File: src/rtl/ctrl_seq_unit_pkg.sv
// Shared encodings for the ctrl_seq_unit instruction sequencer.
// State, opcode and ALU-op constants plus the decode bundle.
package ctrl_seq_unit_pkg;

   typedef enum logic [2:0] {
      ST_FETCH  = 3'd0,
      ST_DECODE = 3'd1,
      ST_EXEC   = 3'd2,
      ST_WB     = 3'd3,
      ST_HALT   = 3'd4,
      ST_PAUSE  = 3'd5
   } state_t;

   localparam logic [2:0] OP_NOP   = 3'b000;
   localparam logic [2:0] OP_LOAD  = 3'b001;
   localparam logic [2:0] OP_STORE = 3'b010;
   localparam logic [2:0] OP_ADD   = 3'b011;
   localparam logic [2:0] OP_SUB   = 3'b100;
   localparam logic [2:0] OP_INC   = 3'b101;
   localparam logic [2:0] OP_CLR   = 3'b110;
   localparam logic [2:0] OP_HLT   = 3'b111;

   localparam logic [2:0] ALU_PASS = 3'b000;
   localparam logic [2:0] ALU_ADD  = 3'b001;
   localparam logic [2:0] ALU_SUB  = 3'b010;
   localparam logic [2:0] ALU_INC  = 3'b011;
   localparam logic [2:0] ALU_CLR  = 3'b100;

   typedef struct packed {
      logic [2:0] alu_op;
      logic       alu_en;
      logic       acc_load_req;
      logic       reg_we_req;
      logic       is_halt;
   } op_ctrl_t;

endpackage

File: src/rtl/ctrl_seq_unit_op_decode.sv
// Combinational opcode decoder: opcode -> ALU/strobe request bundle.
module ctrl_op_decode
   import ctrl_seq_unit_pkg::*;
(
   input  logic [2:0] op,
   output op_ctrl_t   ctl
);

   always_comb begin
      ctl = '0;
      unique case (op)
         OP_NOP:   ;
         OP_LOAD:  begin ctl.alu_op = ALU_PASS; ctl.alu_en = 1'b1; ctl.acc_load_req = 1'b1; end
         OP_STORE: ctl.reg_we_req = 1'b1;
         OP_ADD:   begin ctl.alu_op = ALU_ADD; ctl.alu_en = 1'b1; ctl.acc_load_req = 1'b1; end
         OP_SUB:   begin ctl.alu_op = ALU_SUB; ctl.alu_en = 1'b1; ctl.acc_load_req = 1'b1; end
         OP_INC:   begin ctl.alu_op = ALU_INC; ctl.alu_en = 1'b1; ctl.reg_we_req = 1'b1; end
         OP_CLR:   begin ctl.alu_op = ALU_CLR; ctl.alu_en = 1'b1; ctl.reg_we_req = 1'b1; end
         OP_HLT:   ctl.is_halt = 1'b1;
         default:  ;
      endcase
   end

endmodule

File: src/rtl/ctrl_seq_unit.sv
// FETCH/DECODE/EXEC/WB instruction sequencer with registered strobes.
// Define CTRL_SINGLE_STEP_EN to add the step input and PAUSE state.
module ctrl_seq_unit
   import ctrl_seq_unit_pkg::*;
#(
   parameter int unsigned PC_W    = 6,
   parameter int unsigned INSTR_W = 6,
   parameter int unsigned RST_PC  = 0
) (
   input  logic               clk,
   input  logic               rst_n,
`ifdef CTRL_SINGLE_STEP_EN
   input  logic               step,
`endif
   output logic               instr_req,
   output logic [PC_W-1:0]    pc,
   input  logic               instr_valid,
   input  logic [INSTR_W-1:0] instr_data,
   output logic [2:0]         reg_sel,
   output logic               reg_we,
   output logic [2:0]         alu_op,
   output logic               alu_en,
   output logic               acc_load,
   output logic               halted
);

   state_t             state_q, state_d;
   logic [PC_W-1:0]    pc_q, pc_d;
   logic [INSTR_W-1:0] ir_q, ir_d;
   logic [2:0]         reg_sel_q, reg_sel_d;
   logic [2:0]         alu_op_q, alu_op_d;
   logic               instr_req_q, instr_req_d;
   logic               reg_we_q, reg_we_d;
   logic               alu_en_q, alu_en_d;
   logic               acc_load_q, acc_load_d;
   logic               halted_q, halted_d;
   op_ctrl_t           dec;

   ctrl_op_decode u_dec (
      .op  (ir_q[INSTR_W-1 -: 3]),
      .ctl (dec)
   );

   // Outputs are computed for the state being entered, so they are
   // registered yet line up with that state's cycle.
   always_comb begin
      state_d     = state_q;
      pc_d        = pc_q;
      ir_d        = ir_q;
      reg_sel_d   = reg_sel_q;
      instr_req_d = 1'b0;
      reg_we_d    = 1'b0;
      alu_op_d    = ALU_PASS;
      alu_en_d    = 1'b0;
      acc_load_d  = 1'b0;
      halted_d    = 1'b0;
      unique case (state_q)
         ST_FETCH: begin
            instr_req_d = 1'b1;
            if (instr_req_q && instr_valid) begin
               ir_d        = instr_data;
               pc_d        = pc_q + 1'b1;
               reg_sel_d   = instr_data[2:0];
               instr_req_d = 1'b0;
               state_d     = ST_DECODE;
            end
         end
         ST_DECODE: begin
            reg_sel_d = ir_q[2:0];
            if (dec.is_halt) begin
               halted_d = 1'b1;
               state_d  = ST_HALT;
            end else begin
               alu_op_d   = dec.alu_op;
               alu_en_d   = dec.alu_en;
               acc_load_d = dec.acc_load_req;
               state_d    = ST_EXEC;
            end
         end
         ST_EXEC: begin
            reg_we_d = dec.reg_we_req;
            state_d  = ST_WB;
         end
         ST_WB: begin
`ifdef CTRL_SINGLE_STEP_EN
            state_d = ST_PAUSE;
`else
            instr_req_d = 1'b1;
            state_d     = ST_FETCH;
`endif
         end
`ifdef CTRL_SINGLE_STEP_EN
         ST_PAUSE: begin
            if (step) begin
               instr_req_d = 1'b1;
               state_d     = ST_FETCH;
            end
         end
`endif
         ST_HALT: halted_d = 1'b1;
         default: state_d = ST_FETCH;
      endcase
   end

   always_ff @(posedge clk or negedge rst_n) begin
      if (!rst_n) begin
         state_q     <= ST_FETCH;
         pc_q        <= PC_W'(RST_PC);
         ir_q        <= '0;
         reg_sel_q   <= '0;
         instr_req_q <= 1'b0;
         reg_we_q    <= 1'b0;
         alu_op_q    <= ALU_PASS;
         alu_en_q    <= 1'b0;
         acc_load_q  <= 1'b0;
         halted_q    <= 1'b0;
      end else begin
         state_q     <= state_d;
         pc_q        <= pc_d;
         ir_q        <= ir_d;
         reg_sel_q   <= reg_sel_d;
         instr_req_q <= instr_req_d;
         reg_we_q    <= reg_we_d;
         alu_op_q    <= alu_op_d;
         alu_en_q    <= alu_en_d;
         acc_load_q  <= acc_load_d;
         halted_q    <= halted_d;
      end
   end

   assign instr_req = instr_req_q;
   assign pc        = pc_q;
   assign reg_sel   = reg_sel_q;
   assign reg_we    = reg_we_q;
   assign alu_op    = alu_op_q;
   assign alu_en    = alu_en_q;
   assign acc_load  = acc_load_q;
   assign halted    = halted_q;

endmodule

File: config.mk
export PLATFORM = sky130hd
export DESIGN_NAME = ctrl_seq_unit
export DESIGN_NICKNAME = d
export VERILOG_FILES = /design/src/rtl/ctrl_seq_unit_pkg.sv /design/src/rtl/ctrl_seq_unit_op_decode.sv /design/src/rtl/ctrl_seq_unit.sv
export SDC_FILE = /design/constraint.sdc
export NUM_CORES = 1
export LEC_CHECK = 0
export BUFFER_PORTS_ARGS = -buffer_cell sky130_fd_sc_hd__buf_2
export CAP_MARGIN = 20
export CORE_MARGIN = 1
export CORE_UTILIZATION = 25
export CTS_CLUSTER_SIZE = 30
export DETAILED_ROUTE_END_ITERATION = 7
export SYNTH_ARGS = -nofsm -noshare
export SYNTH_HDL_FRONTEND = slang
export SYNTH_SLANG_ARGS = --single-unit
File: constraint.sdc
create_clock -name clk -period 4.05 [get_ports clk]
set_clock_uncertainty 0.1 [all_clocks]
set_input_delay 0.2025 -clock clk [delete_from_list [all_inputs] [get_ports clk]]
set_output_delay 0.2025 -clock clk [all_outputs]
set_load 0.05 [all_outputs]
## Yosys cells after proc, flatten, opt, wreduce, memory -nomap -nowiden

Cells that the tools add are included.

| cells by class | value |
|---|---|
| add/sub/neg operators | 1 |
| $mul | 0 |
| divide/modulo/power cells | 0 |
| order comparisons | 0 |
| equal/unequal tests | 12 |
| shift operators | 0 |
| mux-type cells | 20 |
| bitwise logic cells | 1 |
| reductions and logical operators | 8 |

Operator list:

| cell | count |
|---|---|
| $pmux W4 S5 | 1 |
| $eq A3 B3 Y1 const B | 5 |
| $mux W3 | 5 |
| $eq A3 B2 Y1 const B | 4 |
| $pmux W3 S4 | 1 |
| $mux W1 | 10 |
| $add A6 B1 Y6 const B | 1 |
| $eq A3 B1 Y1 const B | 2 |
| $pmux W3 S2 | 1 |
| $reduce_and A2 Y1 | 3 |
| $reduce_or A3 Y1 | 2 |
| $pmux W1 S2 | 2 |
| $logic_not A3 Y1 | 1 |
| $ne A2 B2 Y1 const B | 1 |
| $reduce_bool A2 Y1 | 1 |
| $logic_and A1 B1 Y1 | 1 |
| $not A1 Y1 | 1 |

| word-level totals | value |
|---|---|
| bits in registers | 26 |
| latch bits | 0 |
| memory bits (writable) | 0 |
| bits in read-only memories | 0 |
| input port bits | 9 |
| memories kept | 0 |

## Depth between registers and ports, before layout

Gate-level depths: netlist of run 1.

| logic depth | value |
|---|---|
| word-level depth | 5 |
| mapped depth | 5 |
| gate-level depth less buffers | 4 |

## Cells and area by module

A second synthesis of run 1 with hierarchy kept.

| unflattened totals | value |
|---|---|
| cell total of the unflattened synthesis | 95 |
| area total of the unflattened synthesis | 1174.9 um^2 |

By module, submodules not included:

| module | times used | cells an instance | area an instance (um^2) | seq. area each (um^2) |
|---|---|---|---|---|
| ctrl_seq_unit | 1 | 84 | 1098.6 | 650.6 |
| ctrl_op_decode | 1 | 11 | 76.3 | 0.0 |

## Worst setup path before layout of run 1

OpenSTA, ideal clock, no wires.

| timing | value |
|---|---|
| path type | reg2reg |
| start | register instr_req_q (netlist: instr_req) |
| end | register ir_q[0] |
| library setup time | 0.125 ns |
| arrival | 1.424 ns |
| path slack | 2.401 ns |
| stages on the path, launching flop included | 5 |
| path buffers | 1 |
| period minus slack after synthesis | 1.649 ns |
| cells stage by stage | dfrtp_1 nand4bb_1 buf_6 nor2_8 mux2_4 |

| on the way | value |
|---|---|
| cells in the longest elaborated chain, start to end | 2 |

RTL lines:

| element | line | source |
|---|---|---|
| start: declaration | ctrl_seq_unit.sv:32 | `logic instr_req_q, instr_req_d;` |
| start signal: assignment | ctrl_seq_unit.sv:122 | `instr_req_q <= instr_req_d;` |
| $logic_and A1 B1 Y1 | ctrl_seq_unit.sv:60 | `if (instr_req_q && instr_valid) begin` |
| $reduce_and A2 Y1 (no source line) | - |  |
| end signal: assignment | ctrl_seq_unit.sv:120 | `ir_q <= ir_d;` |
| end: declaration | ctrl_seq_unit.sv:29 | `logic [INSTR_W-1:0] ir_q, ir_d;` |

Every way passes these cells.
A chain may end at the register's enable or synchronous reset.

## Worst setup path in the final report of run 1

| timing | value |
|---|---|
| start | register state_q[1] |
| end | register ir_q[0] |

| on the way | value |
|---|---|
| cells in the longest elaborated chain, start to end | 2 |

RTL lines:

| element | line | source |
|---|---|---|
| start: declaration | ctrl_seq_unit.sv:27 | `state_t state_q, state_d;` |
| start signal: assignment | ctrl_seq_unit.sv:118 | `state_q <= state_d;` |
| $logic_not A3 Y1 | ctrl_seq_unit.sv:57 | `unique case (state_q)` |
| $reduce_and A2 Y1 (no source line) | - |  |

Every way passes these cells.

==> qor.yml, run 1 <==
routing:
  wl_per_cell_um: 12.8
  dr.pass1.iters: 8
  ant_nets: 0
  wl_mm: 2.18
  drc: 7
  drtIter0Drc: 38
  viasPerCell: 4.65
  vias: 791
power_and_ir_drop:
  p_leak_nw: 0.690
  p_sw_share_pct: 44.4
  combPwrFrac_pct: 45.4
  p_int_w: 0.000699
  power_switching_w: 0.000559
  power_frac_seq_pct: 37.8
  powerDensity_mw_per_mm2: 897
  peakVddDrop_v: 0.000233
  p_clk_share_pct: 16.8
floorplan:
  die_w_um: 70.6
  initial_core_util_pct: 26.4
  dieArea_sq_mm: 0.00498
  die_y_um: 70.6
  rows: 24
  coreArea_sq_mm: 0.00444
  ios: 26
cts:
  ctsHoldBuffers: 1
  htreeDepth: 1
  tritoncts: "done"
  ctsResizeCount: 0
  cts_made_buffers: 3
  cts_root_buf: "clkbuf_8"
  clk_latency_ns: 0.27
  clk_pin_slew_worst_paths_ns: 0.09
  clk_path_buf_depth: 2
  clock-sinks: 26
  cts_setup_buffers: 0
outcome:
  run_status: "finished with violations"
  failed_checks: "design-rule violations"
synthesis:
  synth_top_family_by_area: "simple AND/OR/NAND/NOR gates"
  ys_types: 27
  synthFlopType: "dfrtp_1"
  synth_edf_count: 0
  yosysSeqAreaShare_pct: 55.4
  yosys.area.top_type_share_pct: 55.4
  syn_area_sq_mm: 0.00117
  ys_warn_count: 0
  syn_inst: 93
  ys_ff_latch: 26
  synthSimpleGateAreaFrac_pct: 17.1
  async_reset_ff_share_pct: 100
  yosys.area_share.adder_pct: 1.06
  synthTopCellsByArea: "dfrtp_1, mux2_4, xor2_1, nor3_2, o22ai_1"
  synth_xor_area_share_pct: 4.47
  synth-compound-area-share_pct: 6.82
  syn-num-nets: 103
  muxShareOfSynthArea_pct: 10.8
  synthTopCellsByCount: "dfrtp_1, a21oi_1, mux2_4, nor2_1"
  synth.most_common_cell: "dfrtp_1"
  synth_largest_area_cell: "dfrtp_1"
  avgSynthCellArea_sq_um: 12.6
run:
  drv_cap: 0
hold_path:
  whs_path_depth: 2
  hp-class: "input pin to flop"
grt:
  first_global_vias: 814
  grt_max_degree: 27
  grt_remaining_overflow: 0
  gr-usage-all-layers_pct: 9.54
  antenna_found_initial: 0
  top_usage_layer: "met2"
  met2_usage_pct: 16.6
  met1_usage_pct: 12.0
  grt_pass1_wl_mm: 3.75
  grtUsageMet3_pct: 2.56
finish:
  drive_gt1_share_pct: 37.3
  nets: 129
  synthToLayoutAreaGrowth_pct: 19.4
  nFillCells: 454
  antennaDiodeCount: 0
sta:
  max_freq_mhz: 499
  hold_viol: 0
  period_minus_slack_ns: 2.01
  fin_tns_setup_ns: 0
  max_slew.worst_pin.slew_ns: 0.559
  drv_slew: 0
  setup_viol: 0
  fin_hold_ws_ns: 0.0726
  grt_setup_unrepaired: "false"
  relSlewSlack_pct: 62.5
  min_period_over_period_pct: 49.5
setup_path:
  arrival_ns: 2.06
  crit_type: "flop to flop"
  start_kind: "flop"
  path_max_fanout: 11
  endpoint_kind: "flop"
  worst_ep_required_time_ns: 4.11
  worstRegToRegCells: 3
placed_design:
  place_congestion: 0.763
  io_buffers: 25
  hpwlAfterDp_mm: 1.65
## through the flow
stage	worst slack, ns	total power [W]	util, %	cell area (sq um)	instances
5_1_grt	1.92	0.00134	31.6	1400	170
6_report	2.04	0.00126	31.6	1400	170
3_3_place_gp	2.12	0.00104	29.7	1320	165
2_1_floorplan	2.40	0.000950	-	1170	93
3_5_place_dp	2.03	0.00106	29.7	1320	165
4_1_cts	2.02	0.00127	31.6	1400	170
## path summary, 6_finish.rpt
| check | start | end | slack, ns |
|---|---|---|---|
| setup / recovery | state_q[1] | ir_q[0] | 2.04 |
| hold / removal | instr_data[5] | ir_q[5] | 0.07 |
| setup reg to reg | state_q[1] | ir_q[0] | 2.04 |
| hold reg to reg | pc[5] | pc[5] | 0.37 |
| max in group asynchronous | rst_n | alu_op[0] | 3.13 |
| min in group asynchronous | rst_n | pc[5] | 0.35 |
## sequential cells by signal, summed over array words and instances (netlist names)
register,flops
halted,1
ir_q,6
instr_req,1
acc_load,1
alu_en,1
reg_we,1
pc,6
reg_sel,3
alu_op,3
state_q,3
## final cells by class
type                    count  area [sq um]  share of cell area, %
inverters                   2          7.51                  0.535
flip-flops and latches     26           651                   46.4
repair buffers             26           135                   9.63
well taps                  52          65.1                   4.64
clock buffers               3          41.3                   2.94
multi-input cells          60           473                   33.7
clock inverters             1          30.0                   2.14
## worst max-delay path, stage by stage, from the launching register on
cell and delay, ns:
dfrtp_1 0.48, nand4bb_1 0.59, nor2_8 0.39, mux2_4 0.33
## metal layers
metal | wire, um | share of wire [%]
met5 | 0 | 0
met4 | 0 | 0
met3 | 83 | 3.8
met2 | 1150 | 53
met1 | 951 | 44
## power groups by stage
stage	Clock, W	Sequential, W	Combinational, W
after floorplan	0	0.000635	0.000315
after global placement	0	0.000475	0.000562
after detailed placement	0	0.000483	0.000576
after CTS	0.000217	0.000478	0.000577
after global routing	0.000225	0.000496	0.000617
final	0.000211	0.000475	0.000571
## logic make-up (layout without fill, tap and decap cells)
logic type / after synthesis / after routing
AND/OR/NAND/NOR: 30 / 30
flip-flops: 26 / 26
AO/OA/AOI/OAI: 14 / 14
multiplexers: 9 / 9
buffers and inverters: 7 / 32
XOR/XNOR: 6 / 6
adder cells (fa/ha/maj): 1 / 1
## cell usage in the layout, fill, tap and decap left out, types with 3 or more instances in the layout
cell      count
buf_2        25
nor3_2        4
a21oi_1       7
nand2_1       6
clkbuf_8      3
dfrtp_1      26
mux2_4        7
xor2_1        6
nor2_1        7
o22ai_1       6
Power figures use the tool's default switching activity.
==> run 2: changes to the inputs <==
- clock period: 4.05 -> 1.69 ns (I/O delays scaled with it)
==> qor.yml, run 2 (synthesis results as in run 1) <==
finish:
  regArea_sq_um: 651  # unchanged
  drive_gt1_share_pct: 37.5  # +0.21 points
  most-common-layout-cells: "dfrtp_1, buf_2"
  antennaDiodeCount: 0  # unchanged
  nets: 139  # +7.8%
  final_common_cell: "dfrtp_1"
  synthToLayoutAreaGrowth_pct: 27.0
  nFillCells: 462  # +1.8%
  multiInputGateArea_sq_um: 473  # unchanged
grt:
  grt_max_degree: 27  # unchanged
  first_global_vias: 842  # +3.4%
  antenna_found_initial: 0  # unchanged
  gr-usage-all-layers_pct: 10.1  # +0.53 points
  grt_pass1_wl_mm: 3.86  # +3.2%
  grt_remaining_overflow: 0  # unchanged
floorplan:
  dieArea_sq_mm: 0.00498  # unchanged
  die_w_um: 70.6  # unchanged
  die_y_um: 70.6  # unchanged
  initial_core_util_pct: 26.4  # unchanged
  ios: 26  # unchanged
  coreArea_sq_mm: 0.00444  # unchanged
  rows: 24  # unchanged
sta:
  hold_viol: 0  # unchanged
  max_freq_mhz: 653  # +31%
  period_minus_slack_ns: 1.53  # -0.475 ns
  fin_tns_setup_ns: 0  # unchanged
  min_period_over_period_pct: 90.6  # +41 points
  setup_ws_ns: 0.159  # -1.88 ns
  drv_slew: 0  # unchanged
  grt_setup_unrepaired: "false"
  max_slew.worst_pin.slew_ns: 0.563  # +0.00434 ns
  relSlewSlack_pct: 62.5  # -0.076 points
  setup_viol: 0  # unchanged
setup_path:
  endpoint_kind: "flop"
  start_kind: "flop"
  path_max_fanout: 8  # -3
  crit_type: "flop to flop"
  arrival_ns: 1.59  # -0.47 ns
  worst_ep_required_time_ns: 1.75  # -2.36 ns
power_and_ir_drop:
  peakVddDrop_v: 0.000680  # +190%
  p_leak_nw: 0.734  # +6.5%
  powerDensity_mw_per_mm2: 2060  # +130%
placed_design:
  io_buffers: 25  # unchanged
  place_congestion: 0.773  # +1.3%
  hpwlAfterDp_mm: 1.65  # about the same
  dp_slack_ns: 0.158  # -1.87 ns
routing:
  dr.pass1.iters: 6  # -2
  drc: 8  # +1
  drtIter0Drc: 28  # -26%
  viasPerCell: 4.45  # -4.4%
  wl_mm: 2.23  # +2.2%
  ant_nets: 0  # unchanged
  wl_per_cell_um: 12.4  # -3.4%
  vias: 801  # +1.3%
cts:
  clk_pin_slew_worst_paths_ns: 0.09  # about the same
  tritoncts: "done"
  clock-sinks: 26  # unchanged
  htreeDepth: 1  # unchanged
  cts_root_buf: "clkbuf_8"
  clk_path_buf_depth: 2  # unchanged
  cts_setup_buffers: 0  # unchanged
  cts_made_buffers: 3  # unchanged
  clk_latency_ns: 0.27  # about the same
outcome:
  failed_checks: "design-rule violations"
  run_status: "finished with violations"
run:
  drv_cap: 0  # unchanged
hold_path:
  hp-class: "input pin to flop"
-- run 2: cell types whose count changed in the layout (fill, tap and decap cells not counted), sizes merged --
cell	previous run	this run
dlygate4sd3	1	7
buf	25	29
-- run 2: timing repair --
item	4_1_cts	5_1_grt
resized for setup	0	0
hold endpoints to repair	32	0
hold buffers	7	0
setup endpoints to repair	0	0
-- run 2: layer usage --
metal	track usage, %	routed length [um]
met3	2.99	76
met4	3.33	7
met2	17.3	1150
met1	12.2	996
met5	0	0
-- run 2: area by class of cell --
cell class / instances / area share, %
well taps: 52 / 4.36
inverters: 2 / 0.503
flip-flops and latches: 26 / 43.6
repair buffers: 36 / 15.1
clock inverters: 1 / 2.01
clock buffers: 3 / 2.77
multi-input cells: 60 / 31.7
-- run 2: worst max-delay path: stages (launching register included) --
cell and delay, ns:
dfrtp_1 0.39, nand4bb_1 0.32, nor2_8 0.28, mux2_4 0.32
-- run 2: per-stage QoR --
stage	util [%]	cells	power, W	area (sq um)	hold slack [ns]
2_1_floorplan	-	93	0.00228	1170	-0.311
5_1_grt	33.6	180	0.00327	1490	0.206
3_5_place_dp	30.4	169	0.00258	1350	0.0109
6_report	33.6	180	0.00307	1490	0.199
4_1_cts	33.6	180	0.00311	1490	0.193
3_3_place_gp	30.4	169	0.00253	1350	0.00196
-- run 2: path summary, 6_finish.rpt --
kind | startpoint | end | slack, ns | cells past startpoint
max | state_q[1] | ir_q[5] | 0.16 | 3
min | instr_valid | state_q[0] | 0.20 | 3
max reg2reg | state_q[1] | ir_q[5] | 0.16 | 3
min reg2reg | pc[5] | pc[5] | 0.36 | 1
max in group asynchronous | rst_n | reg_sel[0] | 0.88 | 2
min in group asynchronous | rst_n | pc[4] | 0.24 | 2
-- run 2: report_power, final --
part	leakage (nW)	internal, W	total, W	switching [W]
clock	0.0357	0.000317	0.000504	0.000187
sequential	0.331	0.000866	0.00108	0.000216
combinational	0.368	0.000545	0.00148	0.000938
total	0.734	0.00173	0.00307	0.00134
==> run 3: changes to the inputs <==
- CORE_MARGIN: 1 -> 1.5
- RECOVER_POWER: default -> 25
==> qor.yml, run 3 (synthesis results as in run 1) <==
placed_design:
  hpwlAfterDp_mm: 1.63  # -1.5%
  place_area_sq_mm: 0.00135  # unchanged
  io_buffers: 25  # unchanged
  place_congestion: 0.785  # +1.5%
cts:
  cts_made_buffers: 3  # unchanged
  tritoncts: "done"
  cts_root_buf: "clkbuf_8"
  clk_path_buf_depth: 2  # unchanged
  cts_setup_buffers: 0  # unchanged
  clk_pin_slew_worst_paths_ns: 0.09  # about the same
  clock-sinks: 26  # unchanged
  clk_latency_ns: 0.26  # about the same
  htreeDepth: 1  # unchanged
power_and_ir_drop:
  power_w: 0.00307  # about the same
  powerDensity_mw_per_mm2: 2050  # about the same
  p_leak_nw: 0.734  # about the same
  peakVddDrop_v: 0.000637  # -6.2%
floorplan:
  dieArea_sq_mm: 0.00512  # +2.9%
  die_y_um: 71.6  # +1.4%
  die_w_um: 71.6  # +1.4%
  coreArea_sq_mm: 0.00444  # unchanged
  initial_core_util_pct: 26.4  # unchanged
  ios: 26  # unchanged
  rows: 24  # unchanged
grt:
  grt_max_degree: 27  # unchanged
  antenna_found_initial: 0  # unchanged
  gr-usage-all-layers_pct: 9.24  # -0.83 points
  grt_pass1_wl_mm: 3.71  # -4.1%
  grt_remaining_overflow: 0  # unchanged
  first_global_vias: 841  # -0.12%
sta:
  fin_tns_setup_ns: 0  # unchanged
  max_freq_mhz: 655  # +0.20%
  max_slew.worst_pin.slew_ns: 0.635  # +0.0718 ns
  hold_viol: 0  # unchanged
  period_minus_slack_ns: 1.53  # -0.00308 ns
  drv_slew: 0  # unchanged
  relSlewSlack_pct: 57.7  # -4.8 points
  grt_setup_unrepaired: "false"
  min_period_over_period_pct: 90.4  # -0.18 points
  setup_viol: 0  # unchanged
setup_path:
  crit_type: "flop to flop"
  arrival_ns: 1.58  # about the same
  worst_ep_required_time_ns: 1.75  # about the same
  endpoint_kind: "flop"
  path_max_fanout: 8  # unchanged
  start_kind: "flop"
routing:
  viasPerCell: 4.47  # +0.50%
  ant_nets: 0  # unchanged
  drc: 2  # -6
  drtIter0Drc: 27  # -3.6%
  wl_mm: 2.17  # -2.9%
  vias: 805  # +0.50%
  dr.pass1.iters: 6  # unchanged
  wl_per_cell_um: 12.0  # -2.9%
finish:
  most-common-layout-cells: "dfrtp_1, buf_2"
  final_core_util_pct: 33.6  # unchanged
  synthToLayoutAreaGrowth_pct: 27.0  # unchanged
  drive_gt1_share_pct: 37.5  # unchanged
  final_common_cell: "dfrtp_1"
  stdcell_area_sq_mm: 0.00149  # unchanged
  regArea_sq_um: 651  # unchanged
  nets: 139  # unchanged
  nFillCells: 459  # -0.65%
  antennaDiodeCount: 0  # unchanged
  multiInputGateArea_sq_um: 473  # unchanged
hold_path:
  hp-class: "input pin to flop"
outcome:
  failed_checks: "design-rule violations"
  run_status: "finished with violations"
run:
  drv_cap: 0  # unchanged
-- run 3: cell count changes in the layout (fill, tap and decap cells not counted), sizes merged --
| cell | delta |
|---|---|
| buf | -1 |
| clkbuf | +1 |
-- run 3: area by class of cell --
| class | count | area share [%] |
|---|---|---|
| timing repair buffer | 36 | 15.1 |
| clock buffer | 3 | 2.77 |
| tap | 52 | 4.36 |
| clock inverter | 1 | 2.01 |
| inverter | 2 | 0.503 |
| multi-input combinational | 60 | 31.7 |
| sequential | 26 | 43.6 |
-- run 3: metal layers --
metal | vias to the layer above | track usage (%) | wire (um)
met5 | - | 0 | 0
met3 | 2 | 3.09 | 110
li1 | 391 | - | -
met2 | 19 | 17.2 | 1120
met1 | 393 | 10.5 | 917
met4 | 0 | 1.26 | 15
-- run 3: report_power, final --
part,switching (W),internal [W],total [W]
Sequential,0.000228,0.000866,0.00109
Combinational,0.000925,0.000544,0.00147
Clock,0.000188,0.000316,0.000504
Total,0.00134,0.00173,0.00307
-- run 3: timing repair --
item	in CTS	in global routing
resized for setup	0	0
hold endpoints to repair	32	0
hold buffers	7	0
-- run 3: worst paths after layout --
path | cells past startpoint | from | to | slack [ns]
worst max-delay path | 3 | state_q[1] | ir_q[1] | 0.16
worst min-delay path | 3 | instr_valid | state_q[0] | 0.20
worst max register to register | 3 | state_q[1] | ir_q[1] | 0.16
worst min register to register | 1 | pc[5] | pc[5] | 0.37
max in group asynchronous | 2 | rst_n | instr_req | 0.81
min in group asynchronous | 2 | rst_n | pc[5] | 0.26
-- run 3: critical path, stage by stage (launching register included) --
cell and delay [ns]:
dfrtp_1 0.38, nand4bb_1 0.33, nor2_8 0.29, mux2_4 0.32
-- run 3: per-stage QoR --
step	setup slack [ns]	cells	hold WS, ns
after floorplan	0.0409	93	-0.311
after global placement	0.185	169	0.000369
after detailed placement	0.159	169	0.0118
after CTS	0.144	180	0.189
after global routing	0.0623	180	0.211
final	0.162	180	0.198
